File: src/rtl/alu_8bit.sv
// Registered 8-bit ALU: sixteen arithmetic, shift, logic and compare operations,
// with the result and carry/status flag registered one cycle after the operands are sampled.
module alu_8bit (
   input  logic       clk,
   input  logic       rst_n,
   input  logic [7:0] a,
   input  logic [7:0] b,
   input  logic [3:0] ctrl,
   output logic [7:0] out,
   output logic       carry
);

   localparam logic [3:0] OP_ADD  = 4'b0000;
   localparam logic [3:0] OP_SUB  = 4'b0001;
   localparam logic [3:0] OP_MUL  = 4'b0010;
   localparam logic [3:0] OP_DIV  = 4'b0011;
   localparam logic [3:0] OP_SHL  = 4'b0100;
   localparam logic [3:0] OP_SHR  = 4'b0101;
   localparam logic [3:0] OP_ROL  = 4'b0110;
   localparam logic [3:0] OP_ROR  = 4'b0111;
   localparam logic [3:0] OP_AND  = 4'b1000;
   localparam logic [3:0] OP_OR   = 4'b1001;
   localparam logic [3:0] OP_XOR  = 4'b1010;
   localparam logic [3:0] OP_NOR  = 4'b1011;
   localparam logic [3:0] OP_NAND = 4'b1100;
   localparam logic [3:0] OP_XNOR = 4'b1101;
   localparam logic [3:0] OP_GT   = 4'b1110;
   localparam logic [3:0] OP_EQ   = 4'b1111;

   // Shift-and-add array multiplier; 8 partial products summed into a 16-bit product.
   function automatic logic [15:0] mul8(input logic [7:0] x, input logic [7:0] y);
      logic [15:0] acc;
      acc = 16'h0000;
      for (int i = 0; i < 8; i++) begin
         if (y[i]) acc = acc + ({8'h00, x} << i);
      end
      return acc;
   endfunction

   // Restoring array divider, one subtract/compare stage per quotient bit.
   // Caller handles a zero divisor; here it simply yields an all-ones quotient.
   function automatic logic [7:0] div8(input logic [7:0] n, input logic [7:0] d);
      logic [8:0] rem;
      logic [7:0] quo;
      rem = 9'h000;
      quo = 8'h00;
      for (int i = 7; i >= 0; i--) begin
         rem = {rem[7:0], n[i]};
         if (rem >= {1'b0, d}) begin
            rem    = rem - {1'b0, d};
            quo[i] = 1'b1;
         end
      end
      return quo;
   endfunction

   logic [8:0]  sum;
   logic [8:0]  diff;
   logic [15:0] prod;
   logic [7:0]  quot;
   logic [7:0]  res;
   logic        res_c;

   assign sum  = {1'b0, a} + {1'b0, b};
   assign diff = {1'b0, a} - {1'b0, b};
   assign prod = mul8(a, b);
   assign quot = div8(a, b);

   always_comb begin
      // NOTE: defaults first so every path assigns res/res_c and no latch is inferred.
      res   = 8'h00;
      res_c = 1'b0;
      case (ctrl)
         OP_ADD: {res_c, res} = sum;
         OP_SUB: begin
            res   = diff[7:0];
            res_c = diff[8];
         end
         OP_MUL: begin
            res   = prod[7:0];
            res_c = |prod[15:8];
         end
         OP_DIV: begin
            if (b == 8'h00) begin
               res   = 8'hFF;
               res_c = 1'b1;
            end else begin
               res   = quot;
            end
         end
         OP_SHL: begin
            res   = {a[6:0], 1'b0};
            res_c = a[7];
         end
         OP_SHR: begin
            res   = {1'b0, a[7:1]};
            res_c = a[0];
         end
         OP_ROL: begin
            res   = {a[6:0], a[7]};
            res_c = a[7];
         end
         OP_ROR: begin
            res   = {a[0], a[7:1]};
            res_c = a[0];
         end
         OP_AND:  res = a & b;
         OP_OR:   res = a | b;
         OP_XOR:  res = a ^ b;
         OP_NOR:  res = ~(a | b);
         OP_NAND: res = ~(a & b);
         OP_XNOR: res = ~(a ^ b);
         OP_GT:   res = {7'b0, (a > b)};
         OP_EQ:   res = {7'b0, (a == b)};
         default: begin
            res   = 8'h00;
            res_c = 1'b0;
         end
      endcase
   end

   always_ff @(posedge clk or negedge rst_n) begin
      if (!rst_n) begin
         out   <= 8'h00;
         carry <= 1'b0;
      end else begin
         // NOTE: non-blocking assignment for registered state avoids simulation races.
         out   <= res;
         carry <= res_c;
      end
   end

endmodule

File: config.mk
export PLATFORM = sky130hd
export DESIGN_NAME = alu_8bit
export DESIGN_NICKNAME = d
export VERILOG_FILES = /design/src/rtl/alu_8bit.sv
export SDC_FILE = /design/constraint.sdc
export NUM_CORES = 1
export LEC_CHECK = 0
export BUFFER_PORTS_ARGS = -buffer_cell sky130_fd_sc_hd__buf_4
export CORE_MARGIN = 1
export CORE_UTILIZATION = 62
export CTS_BUF_LIST = sky130_fd_sc_hd__clkbuf_16
export CTS_CLUSTER_SIZE = 16
export DETAILED_ROUTE_END_ITERATION = 12
export HOLD_SLACK_MARGIN = 0.03
export PLACE_DENSITY_LB_ADDON = 0.1
export SLEW_MARGIN = 0
export SYNTH_ARGS = -nofsm -noshare
export SYNTH_HDL_FRONTEND = slang
export SYNTH_SLANG_ARGS = --single-unit
File: constraint.sdc
create_clock -name clk -period 0.9 [get_ports clk]
set_input_delay 0.18 -clock clk [delete_from_list [all_inputs] [get_ports clk]]
set_output_delay 0.18 -clock clk [all_outputs]
set_load 0.1 [all_outputs]
==> results by group, run 1 <==
Die
  • # rows: 39
  • Die Y: 111 µm
  • Chip width: 111 µm
  • Starting Density: a little under two thirds
  • I/O pin count: 31

Outcome
  • Outcome: stopped before the end
  • Last stage: 4_1_cts
  • Stop err: [ERROR DPL-0038] Utilization greater than 100%, impossible to legalize

Synthesis
  • Simple-gate portion of the synthesized area: a little under a fifth
  • EDFF count, synth: 0
  • #FFs+latches synth: 9
  • Sequential share of the synthesized area: between 3 and 4%
  • Post-synth ARST share: 100%
  • Synth Area in XOR/XNOR: 7.85%
  • Adder-cell share of the synthesized area: 28.4%
  • Complex-gate fraction of the synthesized area: 27.4%
  • Fraction of synthesized area in multiplexers: about 8.2%
  • Synth Flop Type: dfrtp_1
  • Post-Syn Area: 7360 µm²
  • Post-Synthesis Cells: 1000
  • Main combinational cell family by area after synthesis: adder cells
  • Synth cell types: 68
  • Synth Warn #: 0
  • Avg Synthesized Cell Area: between 7 and 8 µm²
  • Synthesized net count: about 1200

CTS
  • Postcts setup bufs: 76
  • Clock buffer depth: 2
  • H-tree depth: 1
  • Total CTS buffers: 3
  • CTS Sinks: 9
  • Post-CTS Resized: 189
  • Hold_buf cts: 1
  • CTS root buf: clkbuf_16

Place
  • Routability Congestion: 1.07
  • Post-DP HPWL: around 23 mm
  • Port Buf Inserts: 30
kinds of logic after synthesis:
logic type / Yosys count
AO/OA/AOI/OAI: 314
AND/OR/NAND/NOR: 280
adder cells (fa/ha/maj): 158
buffers and inverters: 118
XOR/XNOR: 66
multiplexers: 55
flip-flops: 9
synth_stat cells (3+ instances only):
library cell / number / area (µm²)
ha_1: 143 / 1790
a21oi_1: 99 / 495
nor2_1: 96 / 360
inv_1: 83 / 312
o21ai_0: 62 / 310
nand2_1: 56 / 210
xnor2_1: 44 / 385
a21o_1: 27 / 203
nor2b_1: 26 / 163
mux2_2: 25 / 282
mux2i_1: 25 / 250
nor3_1: 22 / 110
xor2_1: 22 / 193
clkbuf_1: 20 / 75.1
o21a_1: 20 / 150
nand3_1: 19 / 95.1
fa_1: 15 / 300
nand2b_1: 15 / 93.8
a31oi_1: 10 / 62.6
dfrtp_1: 9 / 225
o21bai_1: 9 / 67.6
a211oi_1: 8 / 60.1
a21boi_0: 8 / 60.1
o31ai_1: 8 / 60.1
a221oi_1: 7 / 61.3
nand4_1: 7 / 43.8
nor4_1: 7 / 43.8
and2_1: 6 / 37.5
and3_1: 6 / 37.5
o211ai_1: 6 / 45.0
a22oi_1: 5 / 37.5
clkinv_1: 5 / 18.8
mux2_4: 5 / 75.1
o22ai_1: 5 / 31.3
a2111oi_0: 4 / 35.0
buf_1: 4 / 15.0
buf_6: 4 / 45.0
o2111ai_1: 4 / 35.0
o31a_1: 4 / 35.0
a211o_1: 3 / 26.3
a221o_1: 3 / 30.0
a311o_1: 3 / 30.0
nor3b_1: 3 / 22.5
or3_1: 3 / 18.8
metrics by stage:
stage / cells / setup WS [ns] / TNS [ns] / cell area, µm² / utilization [%]
after floorplan: 1000 / -11.46 / -62.65 / 7640 / -
after global placement: 1469 / -11.37 / -66.03 / 10300 / 89.6
after detailed placement: 1469 / -12.30 / -70.87 / 10300 / 89.6
==> inputs of run 2 (changes only) <==
==> config.mk (replaced) <==
export PLATFORM = sky130hd
export DESIGN_NAME = alu_8bit
export DESIGN_NICKNAME = d
export VERILOG_FILES = /design/src/rtl/alu_8bit.sv
export SDC_FILE = /design/constraint.sdc
export NUM_CORES = 1
export LEC_CHECK = 0
export BUFFER_PORTS_ARGS = -buffer_cell sky130_fd_sc_hd__buf_4
export CORE_MARGIN = 1
export CORE_UTILIZATION = 40
export DETAILED_ROUTE_END_ITERATION = 12
export PLACE_DENSITY_LB_ADDON = 0.15
export SLEW_MARGIN = 0
export SYNTH_ARGS = -nofsm -noshare
export SYNTH_HDL_FRONTEND = slang
export SYNTH_SLANG_ARGS = --single-unit
==> results by group, run 2 <==
Outcome
  • Outcome: complete, but fails checks (was stopped before the end)
  • Failing checks: negative setup slack

Synthesis
  • Post-synth ARST share: 100% (unchanged)
  • Post-Synthesis Cells: 1000 (unchanged)
  • Synth cell types: 68 (unchanged)
  • Sequential share of the synthesized area: 3.06% (unchanged)
  • Synthesized net count: 1180 (unchanged)
  • EDFF count, synth: 0 (unchanged)
  • Fraction of synthesized area in multiplexers: 8.25% (unchanged)
  • Synth Area in XOR/XNOR: 7.85% (unchanged)
  • Synth Flop Type: dfrtp_1 (unchanged)
  • Complex-gate fraction of the synthesized area: 27.4% (unchanged)
  • Top cells by area, synth: ha_1 24%, a21oi_1 6.7%, xnor2_1 5.2% (unchanged)
  • Main combinational cell family by area after synthesis: adder cells (unchanged)
  • Most common cell in the netlist: ha_1 (unchanged)
  • Yosys top cell by area: ha_1 (unchanged)
  • Synth Warn #: 0 (unchanged)
  • Commonest cells in the netlist: 143 x ha_1, 99 x a21oi_1, 96 x nor2_1 (unchanged)
  • Yosys top cell area share: 24.3% (unchanged)
  • Post-Syn Area: 7360 µm² (unchanged)
  • Adder-cell share of the synthesized area: 28.4% (unchanged)
  • Simple-gate portion of the synthesized area: 18.6% (unchanged)
  • #FFs+latches synth: 9 (unchanged)
  • Avg Synthesized Cell Area: 7.36 µm² (unchanged)

Die
  • I/O pin count: 31 (unchanged)
  • Full die area: 18900 µm²
  • Starting Density: 40.8% (was 63.9%)
  • Die Y: 138 µm (was 111 µm)
  • # rows: 49 (was 39)
  • Chip width: 138 µm (was 111 µm)
  • Total core area: 18000 µm²

Finish
  • Final Cell Area: 12700 µm²
  • Synthesis-to-finish area growth: 72.6%
  • Top Registers: out x8, carry x1
  • Most frequent cells in the layout: 457 x buf_4, 109 x ha_1, 88 x nor2_1
  • Largest register FFs: 8
  • Layout cell share with drive strength beyond 1: 48.5%
  • Most common cell after layout, fill and taps aside: buf_4
  • Fin util: 70.5%
  • Antenna Cells: 0
  • # nets final: 1640
  • Largest Register: out

Setup path
  • Most common cell on crit path: ha_4
  • Slowest cell on crit path: or4b_4
  • Critical path class: input port to flip-flop
  • Startpoint types: input port
  • Critical path arrival: 12.51 ns
  • CP Data Required Time: 1.02 ns
  • CP Max Fanout: 4
  • Worst path bufs/invs: 9
  • Family with the most delay on the worst path: compound AO/OA/AOI/OAI gates
  • Max stage delay on crit path: 0.56 ns
  • Critical Path Stages: 71
  • Critical path capture point type: flip-flop

CTS
  • TritonCTS clock tree: built
  • CTS Sinks: 9 (unchanged)
  • Total CTS buffers: 3 (unchanged)
  • Worst-path clk slew: 0.04 ns
  • CTS root buf: clkbuf_16 (unchanged)
  • H-tree depth: 1 (unchanged)
  • Clock buffer depth: 2 (unchanged)

Power and ir drop
  • VDD IR max: ~2800 µV
  • Pwr dens: between 1500 and 2000 nW/µm²
  • Sw Ratio: 45.4%
  • Clock Power Share: about 3.5%
  • Internal: 12.5 mW
  • Static Leakage: approximately 6.2 nW
  • Sequential power share: between 2 and 3%
  • Power, Total: 22.9 mW
  • Sw Pwr: 10.4 mW
  • Logic pwr share: 93.9%

Place
  • Placed inst area: 10600 µm² (was 10300 µm²)
  • Worst slack, placed: -11.79 ns (was -12.30 ns)
  • Routability Congestion: 0.983 (was 1.07)
  • Post-DP HPWL: 21.3 mm (was 23.5 mm)
  • Port Buf Inserts: 30 (unchanged)

Timing
  • Setup ws final: -11.49 ns
  • Hold Fails Final Rpt: 0
  • Fmax achieved: 80.7 MHz
  • RSZ-0062 raised after global routing: yes
  • Hold WS: 0.317 ns
  • Tcrit/Tclk final: 1380%
  • Minimum clock period: 12.39 ns
  • Headroom to the max-slew limit: between 50% and 60%
  • Worst-margin pin slew: 0.714 ns
  • Setup violators final: 18
  • Max-slew violations: 0

Route
  • WL/cell: around 19 µm
  • Final ANT Viol Nets: 0
  • Initial DRC Count: 659
  • Via-to-Cell Ratio: 5.64
  • Via count: 9515
  • Final WL: ~32 mm
  • Drt drc: 0
  • Drt first pass iters: 5

Global route
  • Pin count of the biggest net entering global routing: 20
  • Congestion Overflow GR: 0
  • GR Util All Layers: 30.8%
  • First-pass GRT wire length: 45.4 mm
  • Initial antenna violation count: 0
  • Number of global-route vias before repair: between 8000 and 9000

Worst hold path
  • Hold crit path type: input port to asynchronous set/reset pin

Job
  • # Max-Cap Violations: 0
## run 2: what timing repair did
action,4_1_cts,5_1_grt
cloned,1,0
hold buffers,1,0
gates resized for setup,98,162
endpoints found under the hold margin,9,0
setup endpoints to repair,18,18
buffers inserted,82,29
pin swaps,60,97
## run 2: area by class of cell
class | count | area (µm²)
fill | 1379 | 5320
multi-input combinational | 874 | 7910
timing repair buffer | 484 | 3850
clock buffer | 4 | 78.8
inverter | 88 | 344
sequential | 9 | 235
tap | 229 | 287
## run 2: kinds of logic after synthesis
group                      count (synthesis)
AOI/OAI and AO/OA                        314
xor gates and xnor gates                  66
adders and majority gates                158
buffers and inverters                    118
DFF                                        9
muxes                                     55
and+or+nand+nor                          280
## run 2: how the worst max path moves through the flow
stage,from,end,slack [ns]
2_1_floorplan,b[1],out[0],-11.46
3_3_place_gp,a[7],out[0],-11.53
3_5_place_dp,a[7],out[0],-11.79
4_1_cts,b[3],out[0],-11.11
5_1_grt,a[7],out[0],-12.18
6_report,a[7],out[0],-11.49
## run 2: through the flow
stage	std cells	TNS [ns]
after global routing	1688	-68.59
after CTS	1664	-63.91
after floorplan	1000	-62.65
after detailed placement	1576	-68.51
after global placement	1576	-67.52
final	1688	-64.97
## run 2: metal layers
| layer | vias to the layer above | global-route usage, % | part of all wire, % |
|---|---|---|---|
| li1 | 4559 | - | - |
| met1 | 4508 | 41.5 | 43 |
| met2 | 347 | 52.1 | 48 |
| met3 | 101 | 1.58 | 5.1 |
| met4 | 0 | 9.83 | 3.9 |
| met5 | - | 0 | 0 |
## run 2: power by group through the flow
stage               Sequential, mW  Clock [mW]  Combinational (mW)
finish                       0.595       0.800                21.5
global route                 0.606       0.820                23.1
CTS                          0.567       0.800                18.4
detailed placement           0.549           0                16.2
global placement             0.543           0                15.9
floorplan                     1.25           0                9.64
No activity file was read; power rests on OpenSTA's default activity.
==> inputs of run 3 (changes only) <==
--- a/config.mk
+++ b/config.mk
@@ -9,6 +9,7 @@
 export CORE_MARGIN = 1
 export CORE_UTILIZATION = 40
 export DETAILED_ROUTE_END_ITERATION = 12
+export MAX_ROUTING_LAYER = met4
 export PLACE_DENSITY_LB_ADDON = 0.15
 export SLEW_MARGIN = 0
 export SYNTH_ARGS = -nofsm -noshare
==> results by group, run 3 (synthesis gave the netlist of run 2 again) <==
Outcome
  • Outcome: complete, but fails checks (unchanged)
  • Failing checks: negative setup slack (unchanged)

Finish
  • Most common cell after layout, fill and taps aside: buf_4 (unchanged)
  • Final Non-Filler Cells: 1735 (was 1688)
  • Sequential Area: 235 µm² (unchanged)
  • Final Cell Area: 13300 µm² (was 12700 µm²)
  • # nets final: 1687 (was 1640)
  • Largest Register: out (unchanged)
  • Synthesis-to-finish area growth: 80.3% (was 72.6%)
  • Footprint of the multi-input gates: 8100 µm² (was 7910 µm²)
  • Layout cell share with drive strength beyond 1: 52.3% (was 48.5%)
  • Most frequent cells in the layout: 499 x buf_4, 101 x ha_1, 87 x nor2_1 (was 457 x buf_4, 109 x ha_1, 88 x nor2_1)
  • Layout fillers: 1309 (was 1379)
  • Largest register FFs: 8 (unchanged)
  • Antenna Cells: 0 (unchanged)
  • Top Registers: out x8, carry x1 (unchanged)

Worst hold path
  • Hold crit path type: input port to asynchronous set/reset pin (unchanged)

Die
  • Starting Density: 40.8% (unchanged)
  • Full die area: 18900 µm² (unchanged)
  • # rows: 49 (unchanged)
  • Total core area: 18000 µm² (unchanged)
  • Die Y: 138 µm (unchanged)
  • I/O pin count: 31 (unchanged)
  • Chip width: 138 µm (unchanged)

Global route
  • Number of global-route vias before repair: 9318 (was 8986)
  • Congestion Overflow GR: 0 (unchanged)
  • Pin count of the biggest net entering global routing: 20 (unchanged)
  • Initial antenna violation count: 0 (unchanged)
  • GR Util All Layers: 32.8% (was 30.8%)
  • First-pass GRT wire length: 46.9 mm (was 45.4 mm)

Setup path
  • Most common cell on crit path: buf_4 (was ha_4)
  • Critical path capture point type: flip-flop (unchanged)
  • CP Max Fanout: 3 (was 4)
  • Slowest cell on crit path: a311oi_2 (was or4b_4)
  • Startpoint types: input port (unchanged)
  • Critical path arrival: 12.44 ns (was 12.51 ns)
  • Critical path class: input port to flip-flop (unchanged)
  • CP Data Required Time: 1.02 ns (about the same)
  • Max stage delay on crit path: 0.36 ns (was 0.56 ns)

Timing
  • Minimum clock period: 12.33 ns (was 12.39 ns)
  • Setup violators final: 18 (unchanged)
  • Max-slew violations: 0 (unchanged)
  • Hold Fails Final Rpt: 0 (unchanged)
  • Worst-margin pin slew: 0.736 ns (was 0.714 ns)
  • Hold WS: 0.305 ns (was 0.317 ns)
  • TNS Setup: -64.80 ns (was -64.97 ns)
  • Tcrit/Tclk final: 1370% (was 1380%)
  • RSZ-0062 raised after global routing: yes (unchanged)
  • Fmax achieved: 81.1 MHz (was 80.7 MHz)
  • Headroom to the max-slew limit: 49.7% (was 51.2%)
  • Setup ws final: -11.43 ns (was -11.49 ns)

Route
  • Drt drc: 0 (unchanged)
  • Initial DRC Count: 618 (was 659)
  • Final WL: 33.2 mm (was 31.9 mm)
  • WL/cell: 19.1 µm (was 18.9 µm)
  • Via count: 9781 (was 9515)
  • Via-to-Cell Ratio: 5.64 (about the same)
  • Drt first pass iters: 6 (was 5)
  • Final ANT Viol Nets: 0 (unchanged)

CTS
  • H-tree depth: 1 (unchanged)
  • Worst-path clk slew: 0.04 ns (about the same)
  • Clock buffer depth: 2 (unchanged)
  • CTS root buf: clkbuf_16 (unchanged)
  • Total CTS buffers: 3 (unchanged)
  • TritonCTS clock tree: built (unchanged)
  • CTS Sinks: 9 (unchanged)

Place
  • Port Buf Inserts: 30 (unchanged)
  • DP Cell Count: 1577 (was 1576)
  • Routability Congestion: 0.975 (was 0.983)
  • Post-DP HPWL: 21.3 mm (about the same)
  • Placed inst area: 10600 µm² (about the same)

Power and ir drop
  • Pwr dens: 1710 nW/µm² (was 1800 nW/µm²)
  • Static Leakage: 6.43 nW (was 6.19 nW)
  • VDD IR max: 2520 µV (was 2820 µV)

Job
  • # Max-Cap Violations: 0 (unchanged)
-- run 3: changes by cell type in the layout (fill, tap and decap cells not counted), moves of 4 or more --
cell,delta
o21ai_2,+5
ha_4,+8
a21oi_1,-13
buf_4,+42
ha_1,-8
buf_6,+4
inv_1,-4
a21oi_2,+11
o21ai_0,-10
o21ai_1,+7
inv_2,+4
-- run 3: repair_timing --
action | CTS | global route
gates resized for setup | 141 | 174
hold endpoints to repair | 9 | 0
endpoints found under the setup margin | 18 | 18
buffers inserted | 115 | 46
cloned | 1 | 0
pin swaps | 81 | 123
hold buffers | 1 | 0
-- run 3: power by group --
part | total [mW] | leakage [nW] | internal, mW | switching, mW
registers | 0.593 | 0.101 | 0.518 | 0.0756
logic | 21.4 | 6.29 | 11.4 | 9.98
clock network | 0.796 | 0.0382 | 0.593 | 0.203
total | 22.7 | 6.43 | 12.5 | 10.3
-- run 3: area by class of cell --
cell class / instances / share of cell area (%)
Clock buffer: 4 / 0.594
Inverter: 88 / 2.59
Multi-Input combinational cell: 874 / 61.1
Sequential cell: 9 / 1.77
Tap cell: 229 / 2.16
Timing Repair Buffer: 531 / 31.8
-- run 3: per-stage QoR --
stage / util, % / setup WS [ns] / total power [mW]
after CTS: 67.2 / -11.08 / 19.5
after detailed placement: 58.8 / -11.85 / 16.8
after global routing: 73.6 / -11.84 / 24.6
final: 73.6 / -11.43 / 22.7
after floorplan: - / -11.46 / 10.9
after global placement: 58.8 / -11.47 / 16.5
-- run 3: critical path, delay by kind of cell --
kind                     cells  cell delay [ns]
AO/OA/AOI/OAI               27             4.46
adder cells (fa/ha/maj)      7             1.84
multiplexers                 5             1.32
buffers and inverters       21             2.65
AND/OR/NAND/NOR             15             2.00
-- run 3: per-layer routing --
| metal | global-route usage, % | part of all wire, % | wire [µm] | vias up |
|---|---|---|---|---|
| li1 | - | - | - | 4660 |
| met5 | - | 0 | 0 | - |
| met4 | 14.1 | 4.3 | 1440 | 0 |
| met1 | 41.3 | 42 | 14000 | 4646 |
| met3 | 1.66 | 5.8 | 1910 | 117 |
| met2 | 54.4 | 48 | 15800 | 358 |
-- run 3: worst max-delay path by stage --
stage                     startpoint  endpoint  slack, ns  cells past startpoint
after floorplan                 b[1]    out[0]     -11.46                     71
after global placement          a[7]    out[0]     -11.47                     71
after detailed placement        a[7]    out[0]     -11.85                     70
after CTS                       b[3]    out[0]     -11.08                     69
after global routing            b[7]    out[0]     -11.84                     69
final                           b[0]    out[0]     -11.43                     75
==> inputs of run 4 (changes only) <==
--- a/config.mk
+++ b/config.mk
@@ -8,6 +8,7 @@
 export BUFFER_PORTS_ARGS = -buffer_cell sky130_fd_sc_hd__buf_4
 export CORE_MARGIN = 1
 export CORE_UTILIZATION = 40
+export CTS_BUF_LIST = sky130_fd_sc_hd__clkbuf_16
 export DETAILED_ROUTE_END_ITERATION = 12
 export MAX_ROUTING_LAYER = met4
 export PLACE_DENSITY_LB_ADDON = 0.15
==> results by group, run 4 (synthesis gave the netlist of run 2 again) <==
Outcome
  • Outcome: complete, but fails checks (unchanged)
  • Failing checks: negative setup slack (unchanged)

Finish
  • Final Non-Filler Cells: 1735 (unchanged)
  • Synthesis-to-finish area growth: 80.3% (unchanged)
  • Most frequent cells in the layout: 499 x buf_4, 101 x ha_1, 87 x nor2_1 (unchanged)
  • Largest register FFs: 8 (unchanged)
  • Final Cell Area: 13300 µm² (unchanged)
  • # nets final: 1687 (unchanged)
  • Top Registers: out x8, carry x1 (unchanged)
  • Largest Register: out (unchanged)
  • Layout cell share with drive strength beyond 1: 52.3% (unchanged)
  • Most common cell after layout, fill and taps aside: buf_4 (unchanged)
  • Antenna Cells: 0 (unchanged)

Power and ir drop
  • VDD IR max: 2520 µV (about the same)
  • Internal: 12.5 mW (about the same)
  • Sequential power share: 2.6% (about the same)
  • Logic pwr share: 93.9% (about the same)
  • Clock Power Share: 3.5% (about the same)
  • Pwr dens: 1710 nW/µm² (about the same)
  • Static Leakage: 6.43 nW (about the same)
  • Sw Ratio: 45.1% (about the same)
  • Sw Pwr: 10.3 mW (about the same)

Job
  • # Max-Cap Violations: 0 (unchanged)

Global route
  • First-pass GRT wire length: 46.9 mm (unchanged)
  • Initial antenna violation count: 0 (unchanged)
  • GR Util All Layers: 32.8% (unchanged)
  • Number of global-route vias before repair: 9318 (unchanged)
  • Congestion Overflow GR: 0 (unchanged)
  • Pin count of the biggest net entering global routing: 20 (unchanged)

Setup path
  • Critical path arrival: 12.45 ns (was 12.44 ns)
  • CP Data Required Time: 1.02 ns (about the same)
  • Startpoint types: input port (unchanged)
  • Family with the most delay on the worst path: compound AO/OA/AOI/OAI gates (unchanged)
  • Slowest cell on crit path: a311oi_2 (unchanged)
  • CP Max Fanout: 3 (unchanged)
  • Critical path capture point type: flip-flop (unchanged)
  • Max stage delay on crit path: 0.36 ns (about the same)
  • Critical path class: input port to flip-flop (unchanged)
  • Worst path bufs/invs: 21 (unchanged)
  • Most common cell on crit path: buf_4 (unchanged)

CTS
  • CTS Sinks: 9 (unchanged)
  • Total CTS buffers: 3 (unchanged)
  • Worst-path clk slew: 0.04 ns (about the same)
  • Clock buffer depth: 2 (unchanged)
  • H-tree depth: 1 (unchanged)
  • TritonCTS clock tree: built (unchanged)
  • CTS root buf: clkbuf_16 (unchanged)

Route
  • Final WL: 33.2 mm (about the same)
  • WL/cell: 19.1 µm (about the same)
  • Via-to-Cell Ratio: 5.64 (unchanged)
  • Drt first pass iters: 6 (unchanged)
  • Drt drc: 0 (unchanged)
  • Final ANT Viol Nets: 0 (unchanged)
  • Via count: 9781 (unchanged)
  • Initial DRC Count: 618 (unchanged)

Timing
  • Hold Fails Final Rpt: 0 (unchanged)
  • Tcrit/Tclk final: 1370% (about the same)
  • Setup violators final: 18 (unchanged)
  • Max-slew violations: 0 (unchanged)
  • Minimum clock period: 12.33 ns (about the same)
  • Fmax achieved: 81.1 MHz (about the same)
  • RSZ-0062 raised after global routing: yes (unchanged)
  • TNS Setup: -64.82 ns (was -64.80 ns)
  • Worst-margin pin slew: 0.736 ns (about the same)
  • Setup ws final: -11.43 ns (about the same)
  • Headroom to the max-slew limit: 49.6% (was 49.7%)

Place
  • Port Buf Inserts: 30 (unchanged)
  • Placed inst area: 10600 µm² (unchanged)
  • Post-DP HPWL: 21.3 mm (unchanged)
  • DP Cell Count: 1577 (unchanged)
  • Routability Congestion: 0.975 (unchanged)

Die
  • Starting Density: 40.8% (unchanged)
  • Full die area: 18900 µm² (unchanged)
  • Die Y: 138 µm (unchanged)
  • # rows: 49 (unchanged)
  • I/O pin count: 31 (unchanged)
  • Total core area: 18000 µm² (unchanged)
  • Chip width: 138 µm (unchanged)

Worst hold path
  • Hold crit path type: input port to asynchronous set/reset pin (unchanged)
[run 4: changes by cell type in the layout (fill, tap and decap cells not counted)]
cell,change
inv_1,+1
clkbuf_1,-1
[run 4: power groups by stage]
| stage | Clock (mW) | Sequential, mW | Combinational [mW] |
|---|---|---|---|
| 6_report | 0.787 | 0.593 | 21.4 |
| 5_1_grt | 0.803 | 0.605 | 23.1 |
| 4_1_cts | 0.784 | 0.567 | 18.2 |
| 3_5_place_dp | 0 | 0.547 | 16.2 |
| 3_3_place_gp | 0 | 0.544 | 15.9 |
| 2_1_floorplan | 0 | 1.25 | 9.64 |
[run 4: cell type report]
class                           count  area (µm²)
Clock inverter                      1        3.75
Inverter                           88         344
Tap cell                          229         287
Clock buffer                        3        75.1
Sequential cell                     9         235
Fill cell                        1309        4760
Timing Repair Buffer              531        4220
Multi-Input combinational cell    874        8100
[run 4: repair_timing]
action | 4_1_cts | 5_1_grt
gates resized for setup | 141 | 174
endpoints found under the hold margin | 9 | 0
setup buffers | 115 | 46
pin swaps | 81 | 123
hold buffers | 1 | 0
gates cloned | 1 | 0
endpoints found under the setup margin | 18 | 18
[run 4: stage by stage]
| step | setup slack [ns] | total power [mW] | utilization, % | hold slack [ns] |
|---|---|---|---|---|
| final | -11.43 | 22.7 | 73.6 | 0.305 |
| after global routing | -11.84 | 24.5 | 73.6 | 0.348 |
| after global placement | -11.47 | 16.5 | 58.8 | 0.00972 |
| after floorplan | -11.46 | 10.9 | - | -0.116 |
| after detailed placement | -11.85 | 16.8 | 58.8 | 0.0108 |
| after CTS | -11.08 | 19.5 | 67.2 | 0.309 |
[run 4: final timing paths]
check,start,endpoint,depth (start not counted)
worst max-delay path,b[0],out[0],75
worst min-delay path,rst_n,carry,2
max in group asynchronous,rst_n,out[1],2
min in group clk,b[7],out[7],3
[run 4: per-layer routing]
metal | vias to the layer above | share of wire [%] | track usage, %
li1 | 4659 | - | -
met1 | 4665 | 42 | 41.3
met2 | 342 | 48 | 54.4
met3 | 115 | 5.6 | 1.66
met4 | 0 | 4.3 | 14.1
met5 | - | 0 | -
